**config.mk**
```make
export PLATFORM = sky130hd
export DESIGN_NAME = serial_to_parallel_rx
export DESIGN_NICKNAME = d
export VERILOG_FILES = /design/src/rtl/serial_link_pkg.sv /design/src/rtl/serial_to_parallel_rx_holding_reg.sv /design/src/rtl/serial_to_parallel_rx.sv
export SDC_FILE = /design/constraint.sdc
export NUM_CORES = 1
export LEC_CHECK = 0
export BUFFER_PORTS_ARGS = -buffer_cell sky130_fd_sc_hd__buf_2
export CORE_MARGIN = 3
export CORE_UTILIZATION = 43
export CTS_CLUSTER_SIZE = 8
export DETAILED_ROUTE_END_ITERATION = 10
export PLACE_DENSITY = 0.72
export SLEW_MARGIN = 0
export SYNTH_ARGS = -nofsm -noshare
export SYNTH_HDL_FRONTEND = slang
export SYNTH_SLANG_ARGS = --single-unit
export TNS_END_PERCENT = 100
```
**constraint.sdc**
```tcl
create_clock -name clk -period 2.43 [get_ports clk]
set_input_delay 0.1215 -clock clk [delete_from_list [all_inputs] [get_ports clk]]
set_output_delay 0.1215 -clock clk [all_outputs]
set_load 0.01 [all_outputs]
```
**src/rtl/serial_link_pkg.sv**
```systemverilog
// Shared types and defaults for the 4-bit MSB-first serial link.
package serial_link_pkg;

    typedef enum logic [1:0] {IDLE, SHIFT, PARITY} rx_state_t;

    localparam int DEFAULT_WIDTH = 4;

endpackage

```
**src/rtl/serial_to_parallel_rx_holding_reg.sv**
```systemverilog
// Single-entry valid/ready output buffer; drops a new word and pulses overrun when full.
module output_holding_reg #(
    parameter int DW = 4
) (
    input  logic          clk,
    input  logic          reset_n,
    input  logic          load_i,
    input  logic [DW-1:0] word_i,
    input  logic          ready_i,
    output logic [DW-1:0] data_o,
    output logic          valid_o,
    output logic          overrun_o
);

    logic [DW-1:0] data_q;
    logic          valid_q;
    logic          overrun_q;
    logic          take_d;

    // A new word fits if the slot is empty or is being drained on this edge.
    assign take_d = load_i && (!valid_q || ready_i);

    always_ff @(posedge clk or negedge reset_n) begin
        if (!reset_n) begin
            data_q    <= '0;
            valid_q   <= 1'b0;
            overrun_q <= 1'b0;
        end else begin
            overrun_q <= load_i && !take_d;
            if (take_d) begin
                data_q  <= word_i;
                valid_q <= 1'b1;
            end else if (valid_q && ready_i) begin
                valid_q <= 1'b0;
            end
        end
    end

    assign data_o    = data_q;
    assign valid_o   = valid_q;
    assign overrun_o = overrun_q;

endmodule

```
**src/rtl/serial_to_parallel_rx.sv**
```systemverilog
// Serial-to-parallel receiver: MSB-first framed bits into a buffered valid/ready word port.
// Optional trailing even-parity bit and parity_error output when PARITY_CHECK_EN is defined.
module serial_to_parallel_rx
    import serial_link_pkg::*;
#(
    parameter int WIDTH = DEFAULT_WIDTH
) (
    input  logic             clk,
    input  logic             reset_n,
    input  logic             serial_in,
    input  logic             serial_valid,
    input  logic             frame_start,
    output logic [WIDTH-1:0] parallel_data_out,
    output logic             data_valid,
    input  logic             data_ready,
    output logic             overrun,
`ifdef PARITY_CHECK_EN
    output logic             parity_error,
`endif
    output logic             busy
);

    localparam int CW = $clog2(WIDTH + 1);
`ifdef PARITY_CHECK_EN
    localparam int SW = WIDTH;
    localparam int DW = WIDTH + 1;
`else
    // The final data bit goes straight to the holding register, so only WIDTH-1 are kept.
    localparam int SW = WIDTH - 1;
    localparam int DW = WIDTH;
`endif

    rx_state_t     state_q;
    logic [CW-1:0] bit_cnt_q;
    logic [SW-1:0] shreg_q;
    logic [SW-1:0] shreg_d;
    logic          last_bit;
    logic          word_done;
    logic [DW-1:0] word_d;
    logic [DW-1:0] hold_data;

    assign shreg_d  = SW'({shreg_q, serial_in});
    assign last_bit = (bit_cnt_q == CW'(WIDTH - 1));

`ifdef PARITY_CHECK_EN
    assign word_done = serial_valid && !frame_start && (state_q == PARITY);
    assign word_d    = {serial_in ^ (^shreg_q), shreg_q};
`else
    assign word_done = serial_valid && !frame_start && (state_q == SHIFT) && last_bit;
    assign word_d    = {shreg_q, serial_in};
`endif

    // frame_start wins in every state, so a partial word is abandoned without trace.
    always_ff @(posedge clk or negedge reset_n) begin
        if (!reset_n) begin
            state_q   <= IDLE;
            bit_cnt_q <= '0;
            shreg_q   <= '0;
        end else if (serial_valid) begin
            if (frame_start) begin
                shreg_q   <= shreg_d;
                bit_cnt_q <= CW'(1);
                state_q   <= SHIFT;
            end else begin
                case (state_q)
                    SHIFT: begin
                        shreg_q   <= shreg_d;
                        bit_cnt_q <= bit_cnt_q + CW'(1);
                        if (last_bit) begin
`ifdef PARITY_CHECK_EN
                            state_q <= PARITY;
`else
                            state_q <= IDLE;
`endif
                        end
                    end
`ifdef PARITY_CHECK_EN
                    PARITY: state_q <= IDLE;
`endif
                    default: ;
                endcase
            end
        end
    end

    output_holding_reg #(.DW(DW)) u_hold (
        .clk      (clk),
        .reset_n  (reset_n),
        .load_i   (word_done),
        .word_i   (word_d),
        .ready_i  (data_ready),
        .data_o   (hold_data),
        .valid_o  (data_valid),
        .overrun_o(overrun)
    );

    assign parallel_data_out = hold_data[WIDTH-1:0];
`ifdef PARITY_CHECK_EN
    assign parity_error = data_valid && hold_data[WIDTH];
`endif
    assign busy = (state_q != IDLE);

endmodule
```
---- Word-level counts from Yosys, hierarchy flattened ----
Index checks and enable logic that the tools add are counted.
operators by class
  add/sub/neg operators ................... 1
  multiply operators ...................... 0
  div/mod/pow operators ................... 0
  magnitude comparators ................... 0
  equality and inequality tests ........... 2
  shift operators ......................... 0
  multiplexer cells ....................... 9
  bitwise gates (word level) .............. 0
  reduce and logical (&&, ||, !) cells .... 16
operator list
  cell                   count
  $mux W3                4
  $reduce_bool A2 Y1     4
  $logic_and A1 B1 Y1    6
  $mux W2                3
  $add A3 B1 Y3 const B  1
  $eq A3 B2 Y1 const B   1
  $logic_not A1 Y1       3
  $reduce_and A3 Y1      1
  $eq A2 B1 Y1 const B   1
  $mux W1                2
  $reduce_and A2 Y1      1
  $logic_or A1 B1 Y1     1
word-level totals
  bits in registers ....................... 14
  bits in latches ......................... 0
  RAM bits ................................ 0
  bits in read-only memories .............. 0
  output and inout bits ................... 7
  word-level logic and storage cells ...... 34
  memories ................................ 0

---- Longest topological paths before layout ----
Gate-level depths: netlist of run 1.
  word-level depth ........................ 7
  gate-level depth with buffers ........... 5
  mapped depth without buffers ............ 5

---- Hierarchy ----
From an unflattened synthesis of run 1, not the netlist that was laid out.
second synthesis, totals
  cell total of the unflattened synthesis .. 44
  area, all modules ....................... 590.6 um2
by module, submodules not included
  module                 times used  cells an instance  area an instance (um2)
  serial_to_parallel_rx  1           29                 344.1
  output_holding_reg     1           15                 246.5

---- Worst setup path before layout of run 1 ----
OpenSTA, ideal clock, no wires.
  kind .................................... reg-to-reg
  start point ............................. register bit_cnt_q[0]
  end point ............................... register u_hold.data_q[0], in the netlist u_hold.data_o[0]
  setup time .............................. 0.125 ns
  arrival time ............................ 1.314 ns
  data required time ...................... 2.305 ns
  setup slack ............................. 0.991 ns
  cell stages (with the launch flop) ...... 6
  path buffers ............................ 0
  period minus slack after synthesis ...... 1.439 ns
  cells stage by stage .................... dfrtp_1 > ha_1 > ha_1 > nand4b_4 > nor2b_4 > mux2_2
on the way
  word-level cells in the longest chain between the ends .. 3
ends and longest elaborated chain
  item                    RTL line                                 source
  start, declared         serial_to_parallel_rx.sv:34              logic [CW-1:0] bit_cnt_q;
  start signal, assigned  serial_to_parallel_rx.sv:68              bit_cnt_q <= bit_cnt_q + CW'(1);
  $eq A3 B2 Y1            serial_to_parallel_rx.sv:43              assign last_bit = (bit_cnt_q == CW'(WIDTH - 1));
  $logic_and A1 B1 Y1     serial_to_parallel_rx.sv:49              assign word_done = serial_valid && !frame_start && (state_q == SHIFT) && last_bit;
  $logic_and A1 B1 Y1     serial_to_parallel_rx_holding_reg.sv:21  assign take_d = load_i && (!valid_q || ready_i);
  end signal, assigned    serial_to_parallel_rx_holding_reg.sv:31  data_q <= word_i;
  end, declared           serial_to_parallel_rx_holding_reg.sv:15  logic [DW-1:0] data_q;
No other way between the ends.
A chain may end at the register's enable or synchronous reset.

---- Worst setup path in the final report of run 1 ----
  start point ............................. register bit_cnt_q[0]
  end point ............................... register u_hold.data_q[1], in the netlist u_hold.data_o[1]
The elaborated chain is that of the path after synthesis.

==> results of run 1 <==
==> sequential cells by signal, summed over array words and instances, names as in the netlist <==
name	count
u_hold.valid_o	1
bit_cnt_q	3
u_hold.overrun_o	1
u_hold.data_o	4
state_q	1
shreg_q	3
==> through the flow <==
stage | instance area [um^2] | utilization | power (mW)
after CTS | 676.9 | 0.5780 | 0.7659
final | 676.9 | 0.5780 | 0.7554
after floorplan | 568.0 | - | 0.5433
after global routing | 676.9 | 0.5780 | 0.8226
after global placement | 640.6 | 0.5470 | 0.6203
after detailed placement | 640.6 | 0.5470 | 0.6321
==> worst max-delay path by stage <==
stage                             startpoint                           end  cells past startpoint  slack (ps)
detailed placement  bit_cnt_q[0]$_DFFE_PN0P_  u_hold.data_o[3]$_DFFE_PN0P_                      5         900
global route        bit_cnt_q[0]$_DFFE_PN0P_  u_hold.data_o[1]$_DFFE_PN0P_                      5         820
CTS                 bit_cnt_q[0]$_DFFE_PN0P_  u_hold.data_o[1]$_DFFE_PN0P_                      5         880
global placement    bit_cnt_q[0]$_DFFE_PN0P_  u_hold.data_o[1]$_DFFE_PN0P_                      5         930
finish              bit_cnt_q[0]$_DFFE_PN0P_  u_hold.data_o[1]$_DFFE_PN0P_                      5         890
floorplan           bit_cnt_q[0]$_DFFE_PN0P_  u_hold.data_o[0]$_DFFE_PN0P_                      5         990
==> cells by family (layout without fill, tap and decap cells) <==
| logic type | Yosys count | in the layout | share of synthesized area |
|---|---|---|---|
| DFF | 13 | 13 | 0.5727 |
| muxes | 8 | 8 | 0.1586 |
| and+or+nand+nor | 8 | 8 | 0.1123 |
| AOI/OAI and AO/OA | 7 | 7 | 0.09031 |
| buffers and inverters | 3 | 19 | 0.02202 |
| adders and majority gates | 2 | 2 | 0.04405 |
==> worst max-delay path: cells and delay by family (launching register included) <==
family,cells,cell delay (ps)
fa+ha+maj,2,360
flops,1,380
mux,1,360
simple gates,2,320
==> where the power goes <==
| part | total (mW) | switching (mW) | internal, mW | leakage (nW) |
|---|---|---|---|---|
| clock | 0.128 | 0.0644 | 0.0635 | 0.0150 |
| sequential | 0.363 | 0.0617 | 0.301 | 0.159 |
| combinational | 0.264 | 0.118 | 0.146 | 0.158 |
==> layer usage <==
metal / global-route usage / share of wire
met1: 0.1524 / 0.46
met2: 0.1945 / 0.49
met3: 0.05150 / 0.046
met4: 0.03727 / 0
met5: 0 / 0
==> area by class of cell <==
cell class,instances,area [um^2]
flip-flops and latches,13,325.3
clock buffers,4,26.28
multi-input cells,25,230.2
inverters,2,7.507
well taps,14,17.52
fillers,105,494.2
repair buffers,13,70.07
==> placed cells by master (no fill, tap or decap), drive strengths merged <==
cell         netlist  layout
dfrtp             13      13
buf                1      12
mux2               8       8
clkbuf             0       4
nand2              3       3
inv                2       2
o22ai              2       2
o22a               2       2
ha                 2       2
nand2b             1       1
nand4b             1       1
nor2               1       1
nor2b              1       1
nand3              1       1
o21a               1       1
o21ai              1       1
a22o               1       1
dlygate4sd3        0       1
==> what timing repair did <==
action / 4_1_cts / 5_1_grt
hold endpoints to repair: 13 / 0
setup endpoints to repair: 0 / 0
hold buffers: 1 / 0
setup buffers: 0 / 0
==> impl_metrics.csv, run 1 <==
group,metric,value,unit
synthesis,synth-edff-count,0,
drt,wl_per_cell,12.77,um
sta,setup-violations-final,0,
worst_setup_path,r2r-start,"bit_cnt_q[0]$_DFFE_PN0P_",
die,die_x,42.35,um
drt,firstDrtPassIters,2,
worst_setup_path,ff2ff_path_depth,5,
synthesis,syn_avg_cell_area,13.85,um^2
cts,clock_path_buffers,2,
sta,tns,0,ps
sta,period_needed,1537,ps
place,gp_congestion,0.6779,
sta,whs,105.1,ps
power_and_ir_drop,peakVddDrop,536.8,uV
sta,slew_headroom,0.7339,
worst_setup_path,critical_path_arrival,1690,ps
finish,drive_above_1_share,0.4386,
sta,rsz0062_at_grt,"no",
synthesis,postSynthCellCount,41,
die,die_h,42.35,um
synthesis,ys.flop_type,"dfrtp_1",
global_routing,grt_use_total,0.1233,
worst_setup_path,path_class,"flop to flop",
run,drv_cap,0,
worst_setup_path,r2r_end,"u_hold.data_o[1]$_DFFE_PN0P_",
sta,setup_slack,892.9,ps
worst_setup_path,start_kind,"flop",
synthesis,async_flop_share,1.000,
cts,cts_htree_levels,1,
cts,cts_root_buffer,"clkbuf_4",
drt,num_vias,363,
synthesis,ys_types,16,
drt,ant_nets,0,
global_routing,antenna_found_initial,0,
power_and_ir_drop,p_per_area,1116,mW/mm^2
finish,finalNonFillerCells,71,
worst_setup_path,cp.required,2580,ps
die,start_util,0.4850,
die,core-area,0.001171,mm^2
drt,totalWireLength,907,um
synthesis,synth_top_area_share,0.5727,
place,dp_hpwl,685.4,um
synthesis,ys_top_cells_by_count,"dfrtp_1, mux2_2, nand2_1",
global_routing,grt_first_pass_wirelength,1690,um
worst_setup_path,cp_slowest_cell,"dfrtp_1",
outcome,outcome,"finished clean",
cts,cts_buffers,3,
sta,finalCritPeriodShare,0.6325,
drt,avgViaCountPerCell,5.113,
place,pre_cts_slack,904.9,ps
synthesis,syn-cell-area,568.0,um^2
drt,route.detailed.drc,0,
global_routing,grt_pass1_vias,368,
synthesis,syn-num-nets,49,
finish,nets,66,
finish,antennaDiodeCount,0,
worst_hold_path,hold_class,"input port to flop",
worst_setup_path,cp_cell_sequence,"ha_1 -> ha_1 -> nand4b_4 -> nor2b_4 -> mux2_2",
sta,worst_slew_pin_slew,395.0,ps
sta,finalClockSkew,1.684,ps
worst_hold_path,hold_depth,2,
place,dp.cells,66,
synthesis,yosys.area.top_type,"dfrtp_1",
worst_hold_path,hold-path-endpoint,"u_hold.data_o[0]$_DFFE_PN0P_",
worst_setup_path,cp_max_fo,4,
place,port_buffers,12,
sta,slew_viol_final,0,
worst_setup_path,path_common_cell,"ha_1",
cts,clock_latency,270,ps
drt,drt_first_iter_violations,1,
worst_hold_path,min_from,"serial_in",
synthesis,yosys-top-cells-area,"dfrtp_1, mux2_2, ha_1, nand4b_4, o22a_1",
worst_setup_path,cp-end-kind,"flop",
synthesis,synth_warnings,0,
cts,cts.sinks,13,
global_routing,grt.overflow.total,0,
worst_setup_path,r2r_setup_slack,890,ps
cts,cts_tree,"built",
die,ios,13,
global_routing,grt_max_degree,14,
sta,hold_violations,0,
worst_setup_path,max_stage_delay,380,ps
cts,cts.clk_slew.worst_paths,70,ps
cts,cts_resized,0,
die,die_area,0.001793,mm^2
synthesis,yosysMostFrequentCell,"dfrtp_1",
finish,areaGrowthSynthToFinish,19.16,%
power_and_ir_drop,leakage,0.3316,nW
synthesis,synth_seq_cells,13,
sta,fmax,0.6506,GHz
synthesis,ys_seq_area_frac,0.5727,
die,row_count,12,
(Power assumes the default switching activity.)
==> run 2: changes to the inputs <==
--- a/config.mk
+++ b/config.mk
@@ -5,12 +5,13 @@
 export SDC_FILE = /design/constraint.sdc
 export NUM_CORES = 1
 export LEC_CHECK = 0
+export ABC_AREA = 1
 export BUFFER_PORTS_ARGS = -buffer_cell sky130_fd_sc_hd__buf_2
-export CORE_MARGIN = 3
-export CORE_UTILIZATION = 43
+export CORE_AREA = 3 3 40 42
 export CTS_CLUSTER_SIZE = 8
 export DETAILED_ROUTE_END_ITERATION = 10
-export PLACE_DENSITY = 0.72
+export DIE_AREA = 0 0 43 45
+export PLACE_DENSITY = 0.7
 export SLEW_MARGIN = 0
 export SYNTH_ARGS = -nofsm -noshare
 export SYNTH_HDL_FRONTEND = slang
==> constraint.sdc (replaced) <==
create_clock -name clk -period 1.5 [get_ports clk]
set_input_delay 0.075 -clock clk [delete_from_list [all_inputs] [get_ports clk]]
set_output_delay 0.075 -clock clk [all_outputs]
set_load 0.01 [all_outputs]
==> impl_metrics.csv, run 2 <==
group,metric,value,unit
drt,wl_met1,387,um
finish,nFillCells,130,
cts,cts_tree,"built",
place,gp_congestion,0.7167,
worst_hold_path,min_from,"serial_in",
sta,tns,0,ps
die,ios,13,
synthesis,yosysMostFrequentCell,"nand2_1",
synthesis,synth_top_area_share,0.5869,
sta,finalClockSkew,4.519,ps
sta,whs,43.70,ps
power_and_ir_drop,p_seq_frac,0.505,
worst_setup_path,cp_slowest_cell,"dfrtp_1",
run,drv_cap,0,
power_and_ir_drop,p_per_area,1565,mW/mm^2
sta,hold_violations,0,
die,row_count,13,
drt,firstDrtPassIters,2,
synthesis,ys_types,13,
power_and_ir_drop,p_sw_frac,0.3356,
power_and_ir_drop,leakage,0.3628,nW
worst_setup_path,r2r-start,"bit_cnt_q[1]$_DFFE_PN0P_",
cts,clock_path_buffers,2,
cts,cts_buffers,3,
worst_hold_path,hold_depth,3,
synthesis,postSynthCellCount,58,
sta,finalCritPeriodShare,0.7758,
cts,cts_htree_levels,1,
worst_hold_path,hold-path-endpoint,"shreg_q[0]$_DFFE_PN0P_",
synthesis,syn-cell-area,554.3,um^2
global_routing,grt.overflow.total,0,
power_and_ir_drop,p_comb_frac,0.303,
worst_setup_path,ff2ff_path_depth,5,
cts,cts_resized,0,
worst_setup_path,cp_cell_sequence,"ha_1 -> ha_1 -> nand3_2 -> nand2_1 -> nand2_1",
synthesis,muxShareOfSynthArea,0,
finish,antennaDiodeCount,0,
synthesis,syn-num-nets,66,
worst_setup_path,cp-end-kind,"flop",
sta,fmax,0.8594,GHz
synthesis,ys_top_cells_by_count,"nand2_1, dfrtp_1, inv_1, nand4_1, o21ai_0",
power_and_ir_drop,p_switching,0.3516,mW
drt,dr_wl_met2,451,um
worst_setup_path,start_kind,"flop",
cts,cts.sinks,13,
cts,cts_root_buffer,"clkbuf_4",
place,port_buffers,12,
synthesis,yosys.area.top_type,"dfrtp_1",
worst_setup_path,cp_top_family,"adder cells",
worst_setup_path,cp.required,1660,ps
finish,drive_above_1_share,0.2533,
sta,rsz0062_at_grt,"no",
sta,period_needed,1164,ps
finish,largest_reg_flops,4,
die,core-area,0.001285,mm^2
worst_setup_path,path_class,"flop to flop",
sta,setup_slack,336.3,ps
cts,cts_setup_buffers,0,
power_and_ir_drop,p_clk_frac,0.193,
global_routing,grt_max_degree,14,
global_routing,grt_use_total,0.1187,
drt,totalWireLength,932,um
power_and_ir_drop,internal-power,0.6961,mW
drt,ant_nets,0,
die,die_x,43,um
drt,route.detailed.drc,0,
finish,layout_commonest_cell,"nand2_1",
finish,final_cell_mix,"nand2_1, dfrtp_1, buf_2",
global_routing,grt_pass1_vias,370,
worst_setup_path,r2r_setup_slack,340,ps
place,dp_hpwl,737.6,um
synthesis,ys_seq_area_frac,0.5869,
die,die_area,0.001935,mm^2
drt,maxUsedRoutingLayer,"met4",
sta,setup-violations-final,0,
cts,clock_latency,270,ps
synthesis,synthSimpleGateAreaFrac,0.2957,
worst_setup_path,path_buf_inv,0,
worst_setup_path,cp_max_fo,7,
worst_hold_path,hold_class,"input port to flop",
sta,slew_viol_final,0,
power_and_ir_drop,peakVddDrop,867.3,uV
synthesis,synth_seq_cells,13,
synthesis,synth_compound_area_frac,0.04515,
outcome,outcome,"finished clean",
drt,num_vias,429,
drt,met3_length,82,um
cts,hold_buffers,1,
finish,nets,84,
place,pre_cts_slack,343.7,ps
finish,areaGrowthSynthToFinish,20.77,%
die,start_util,0.4314,
cts,cts.clk_slew.worst_paths,70,ps
synthesis,synth-xor-area-share,0,
drt,avgViaCountPerCell,4.767,
worst_setup_path,critical_path_arrival,1330,ps
drt,wl_per_cell,10.36,um
drt,drt_first_iter_violations,1,
worst_setup_path,max_stage_delay,360,ps
worst_setup_path,r2r_end,"u_hold.data_o[3]$_DFFE_PN0P_",
global_routing,grt_first_pass_wirelength,1607,um
die,die_h,45,um
synthesis,synth_top_family_by_area,"simple AND/OR/NAND/NOR gates",
synthesis,synth_warnings,0,
synthesis,syn_avg_cell_area,9.557,um^2
synthesis,async_flop_share,1.000,
sta,slew_headroom,0.8164,
synthesis,yosys-top-cells-area,"dfrtp_1, nand2_1, ha_1, nand4_1, o21ai_0",
synthesis,synth-edff-count,0,
global_routing,antenna_found_initial,0,
synthesis,synthAdderAreaFrac,0.04515,
sta,worst_slew_pin_slew,275.3,ps
synthesis,ys.flop_type,"dfrtp_1",
run 2: cell types whose count changed after synthesis, sizes merged, moves of 2 or more:
cell / delta
inv: +2
o21ai: +3
nor2: +3
o22ai: -2
nand2: +20
nand3: +2
o22a: -2
nand4: +4
mux2: -8
run 2: layout make-up:
cell class                 count  area (um^2)  area share
clock buffer                   4        26.28     0.03925
sequential                    13        325.3      0.4860
multi-input combinational     41        214.0      0.3196
timing repair buffer          13        70.07      0.1047
inverter                       4        15.01     0.02243
tap                           15        18.77     0.02804
run 2: cell families after synthesis:
family / count (synthesis)
simple gates: 34
buf+inv: 4
compound gates: 5
flops: 13
fa+ha+maj: 2
run 2: worst max path at each step:
stage / from / to / slack (ps) / cells past startpoint
final: bit_cnt_q[1]$_DFFE_PN0P_ / u_hold.data_o[3]$_DFFE_PN0P_ / 340 / 5
after global routing: bit_cnt_q[0]$_DFFE_PN0P_ / u_hold.data_o[0]$_DFFE_PN0P_ / 200 / 5
after detailed placement: bit_cnt_q[1]$_DFFE_PN0P_ / u_hold.data_o[3]$_DFFE_PN0P_ / 340 / 5
after floorplan: bit_cnt_q[0]$_DFFE_PN0P_ / bit_cnt_q[2]$_DFFE_PN0P_ / 430 / 5
after global placement: bit_cnt_q[0]$_DFFE_PN0P_ / u_hold.data_o[2]$_DFFE_PN0P_ / 380 / 5
after CTS: bit_cnt_q[1]$_DFFE_PN0P_ / u_hold.data_o[3]$_DFFE_PN0P_ / 330 / 5
run 2: per-stage QoR:
stage               area, um^2  power [mW]  std cells  utilization
finish                   669.4       1.048         90       0.5209
global route             669.4       1.150         90       0.5209
CTS                      669.4       1.071         90       0.5209
detailed placement       633.1      0.8589         85       0.4927
global placement         633.1      0.8492         85       0.4927
floorplan                554.3      0.7369         58            -
run 2: worst reg2reg max path: stages (launching register included):
cell and delay, ps:
dfrtp_1 360, ha_1 150, ha_1 290, nand3_2 150
nand2_1 80, nand2_1 50
run 2: per-layer routing:
layer | track usage | up-vias
met2 | 0.1826 | 12
met1 | 0.1399 | 191
met5 | 0 | -
met3 | 0.07171 | 2
li1 | - | 224
met4 | 0.03614 | 0
run 2: power by group through the flow:
stage	registers (mW)	logic (mW)	clock network (mW)
2_1_floorplan	0.557	0.180	0
3_3_place_gp	0.535	0.315	0
3_5_place_dp	0.536	0.323	0
4_1_cts	0.530	0.326	0.214
5_1_grt	0.544	0.371	0.235
6_report	0.529	0.317	0.202
==> run 3: changes to the inputs <==
==> constraint.sdc (replaced) <==
create_clock -name clk -period 1.15 [get_ports clk]
set_input_delay 0.0575 -clock clk [delete_from_list [all_inputs] [get_ports clk]]
set_output_delay 0.0575 -clock clk [all_outputs]
set_load 0.01 [all_outputs]
==> impl_metrics.csv, run 3 (synthesized netlist as in run 2, its figures left out) <==
group,metric,value,unit
die,die_area,0.001935,mm^2
sta,finalCritPeriodShare,0.9391,
finish,seqCellArea,325.3,um^2
worst_setup_path,max_stage_delay,410,ps
sta,period_needed,1080,ps
sta,rsz0062_at_grt,"yes",
power_and_ir_drop,p_switching,0.4945,mW
global_routing,grt_max_degree,14,
die,core-area,0.001285,mm^2
global_routing,grt_pass1_vias,381,
finish,layout_commonest_cell,"nand2_1",
cts,cts.clk_slew.worst_paths,70,ps
worst_setup_path,path_common_cell,"ha_4",
cts,cts.sinks,13,
worst_setup_path,cp-end-kind,"flop",
finish,largest_reg_flops,4,
worst_setup_path,critical_path_arrival,1250,ps
worst_setup_path,path_buf_inv,0,
finish,final_cell_mix,"nand2_1, dfrtp_1, buf_2",
die,ios,13,
worst_setup_path,crit_start,"bit_cnt_q[0]$_DFFE_PN0P_",
power_and_ir_drop,p_per_area,2077,mW/mm^2
worst_setup_path,setup.worst_path.end,"bit_cnt_q[2]$_DFFE_PN0P_",
cts,cts_setup_buffers,0,
sta,fmax,0.9260,GHz
power_and_ir_drop,p_seq_frac,0.487,
drt,firstDrtPassIters,3,
cts,clock_path_buffers,2,
die,start_util,0.4314,
drt,num_vias,432,
worst_setup_path,cp_top_family,"adder cells",
worst_hold_path,hold_class,"input port to flop",
finish,fin_util,0.5404,
die,die_x,43,um
sta,setup-violations-final,0,
drt,avgViaCountPerCell,4.800,
finish,nets,84,
power_and_ir_drop,leakage,0.3629,nW
power_and_ir_drop,p_clk_frac,0.187,
global_routing,antenna_found_initial,0,
cts,clock_latency,270,ps
place,dp_hpwl,733.1,um
cts,cts_tree,"built",
power_and_ir_drop,internal-power,0.9476,mW
worst_setup_path,ff2ff_path_depth,5,
global_routing,grt.overflow.total,0,
power_and_ir_drop,p_sw_frac,0.3429,
sta,setup_slack,70.06,ps
drt,ant_nets,0,
power_and_ir_drop,power.total,1.442,mW
sta,tns,0,ps
place,dp.cells,85,
worst_setup_path,path_class,"flop to flop",
worst_setup_path,cp.depth,5,
sta,slew_viol_final,0,
drt,totalWireLength,976,um
finish,areaGrowthSynthToFinish,25.28,%
cts,cts_buffers,3,
die,die_h,45,um
outcome,outcome,"finished clean",
cts,cts_root_buffer,"clkbuf_4",
worst_setup_path,cp_max_fo,2,
drt,route.detailed.drc,0,
place,pre_cts_slack,-4.938,ps
finish,nFillCells,122,
drt,wl_per_cell,10.84,um
sta,slew_headroom,0.8106,
global_routing,grt_first_pass_wirelength,1628,um
power_and_ir_drop,peakVddDrop,1103,uV
drt,drt_first_iter_violations,7,
power_and_ir_drop,p_comb_frac,0.326,
sta,worst_slew_pin_slew,284.2,ps
global_routing,grt_use_total,0.1247,
finish,antennaDiodeCount,0,
worst_setup_path,r2r_end,"bit_cnt_q[2]$_DFFE_PN0P_",
worst_setup_path,r2r-start,"bit_cnt_q[0]$_DFFE_PN0P_",
worst_setup_path,cp_slowest_cell,"dfrtp_1",
run,drv_cap,0,
worst_setup_path,cp_cell_sequence,"ha_4 -> ha_4 -> nor2_1 -> nand2_1 -> o21ai_1",
worst_setup_path,r2r_setup_slack,70,ps
place,port_buffers,12,
finish,drive_above_1_share,0.2800,
place,gp_congestion,0.7167,
worst_setup_path,cp.required,1320,ps
finish,finalNonFillerCells,90,
die,row_count,13,
worst_setup_path,start_kind,"flop",
sta,finalClockSkew,5.016,ps
cts,cts_htree_levels,1,
sta,hold_violations,0,
finish,multiInputGateArea,239.0,um^2
worst_hold_path,hold_depth,3,
[run 3: cell counts in the layout (fill, tap and decap cells not counted)]
Identical to the previous run, type by type.
[run 3: power groups by stage]
| stage | clock, mW | combinational [mW] | sequential, mW |
|---|---|---|---|
| 3_5_place_dp | 0 | 0.423 | 0.698 |
| 2_1_floorplan | 0 | 0.234 | 0.727 |
| 4_1_cts | 0.279 | 0.433 | 0.691 |
| 6_report | 0.270 | 0.469 | 0.703 |
| 5_1_grt | 0.313 | 0.542 | 0.725 |
| 3_3_place_gp | 0 | 0.410 | 0.697 |
[run 3: cell type report]
type	instances	share of cell area
inverters	4	0.02162
well taps	15	0.02703
multi-input cells	41	0.3441
flip-flops and latches	13	0.4685
repair buffers	13	0.1009
clock buffers	4	0.03784
[run 3: worst register-to-register path, stage by stage, from the launching register on]
cell,delay [ps]
dfrtp_1,410
ha_4,180
ha_4,250
nor2_1,30
nand2_1,50
o21ai_1,50
[run 3: per-layer routing]
layer	vias to the layer above	global-route usage	part of all wire
met3	2	0.07171	0.079
met4	0	0.05422	0.011
met1	193	0.1425	0.44
met2	11	0.1916	0.47
li1	226	-	-
met5	-	0	0
[run 3: worst min path at each step]
stage | from | endpoint | slack (ps)
floorplan | reset_n | bit_cnt_q[0]$_DFFE_PN0P_ | -240
global placement | reset_n | u_hold.data_o[0]$_DFFE_PN0P_ | -50
detailed placement | reset_n | u_hold.data_o[2]$_DFFE_PN0P_ | -50
CTS | serial_in | shreg_q[0]$_DFFE_PN0P_ | 30
global route | serial_in | shreg_q[0]$_DFFE_PN0P_ | 40
finish | serial_in | shreg_q[0]$_DFFE_PN0P_ | 20
[run 3: timing repair]
item | 4_1_cts | 5_1_grt
pin swaps | 0 | 0
hold buffers | 1 | 0
resized for setup | 2 | 3
endpoints found under the setup margin | 4 | 5
endpoints found under the hold margin | 13 | 0
[run 3: stage by stage]
| stage | hold WS [ps] | instance area, um^2 |
|---|---|---|
| 2_1_floorplan | -238.1 | 554.3 |
| 3_3_place_gp | -49.03 | 633.1 |
| 3_5_place_dp | -46.08 | 633.1 |
| 4_1_cts | 26.21 | 674.4 |
| 5_1_grt | 37.15 | 694.4 |
| 6_report | 23.08 | 694.4 |
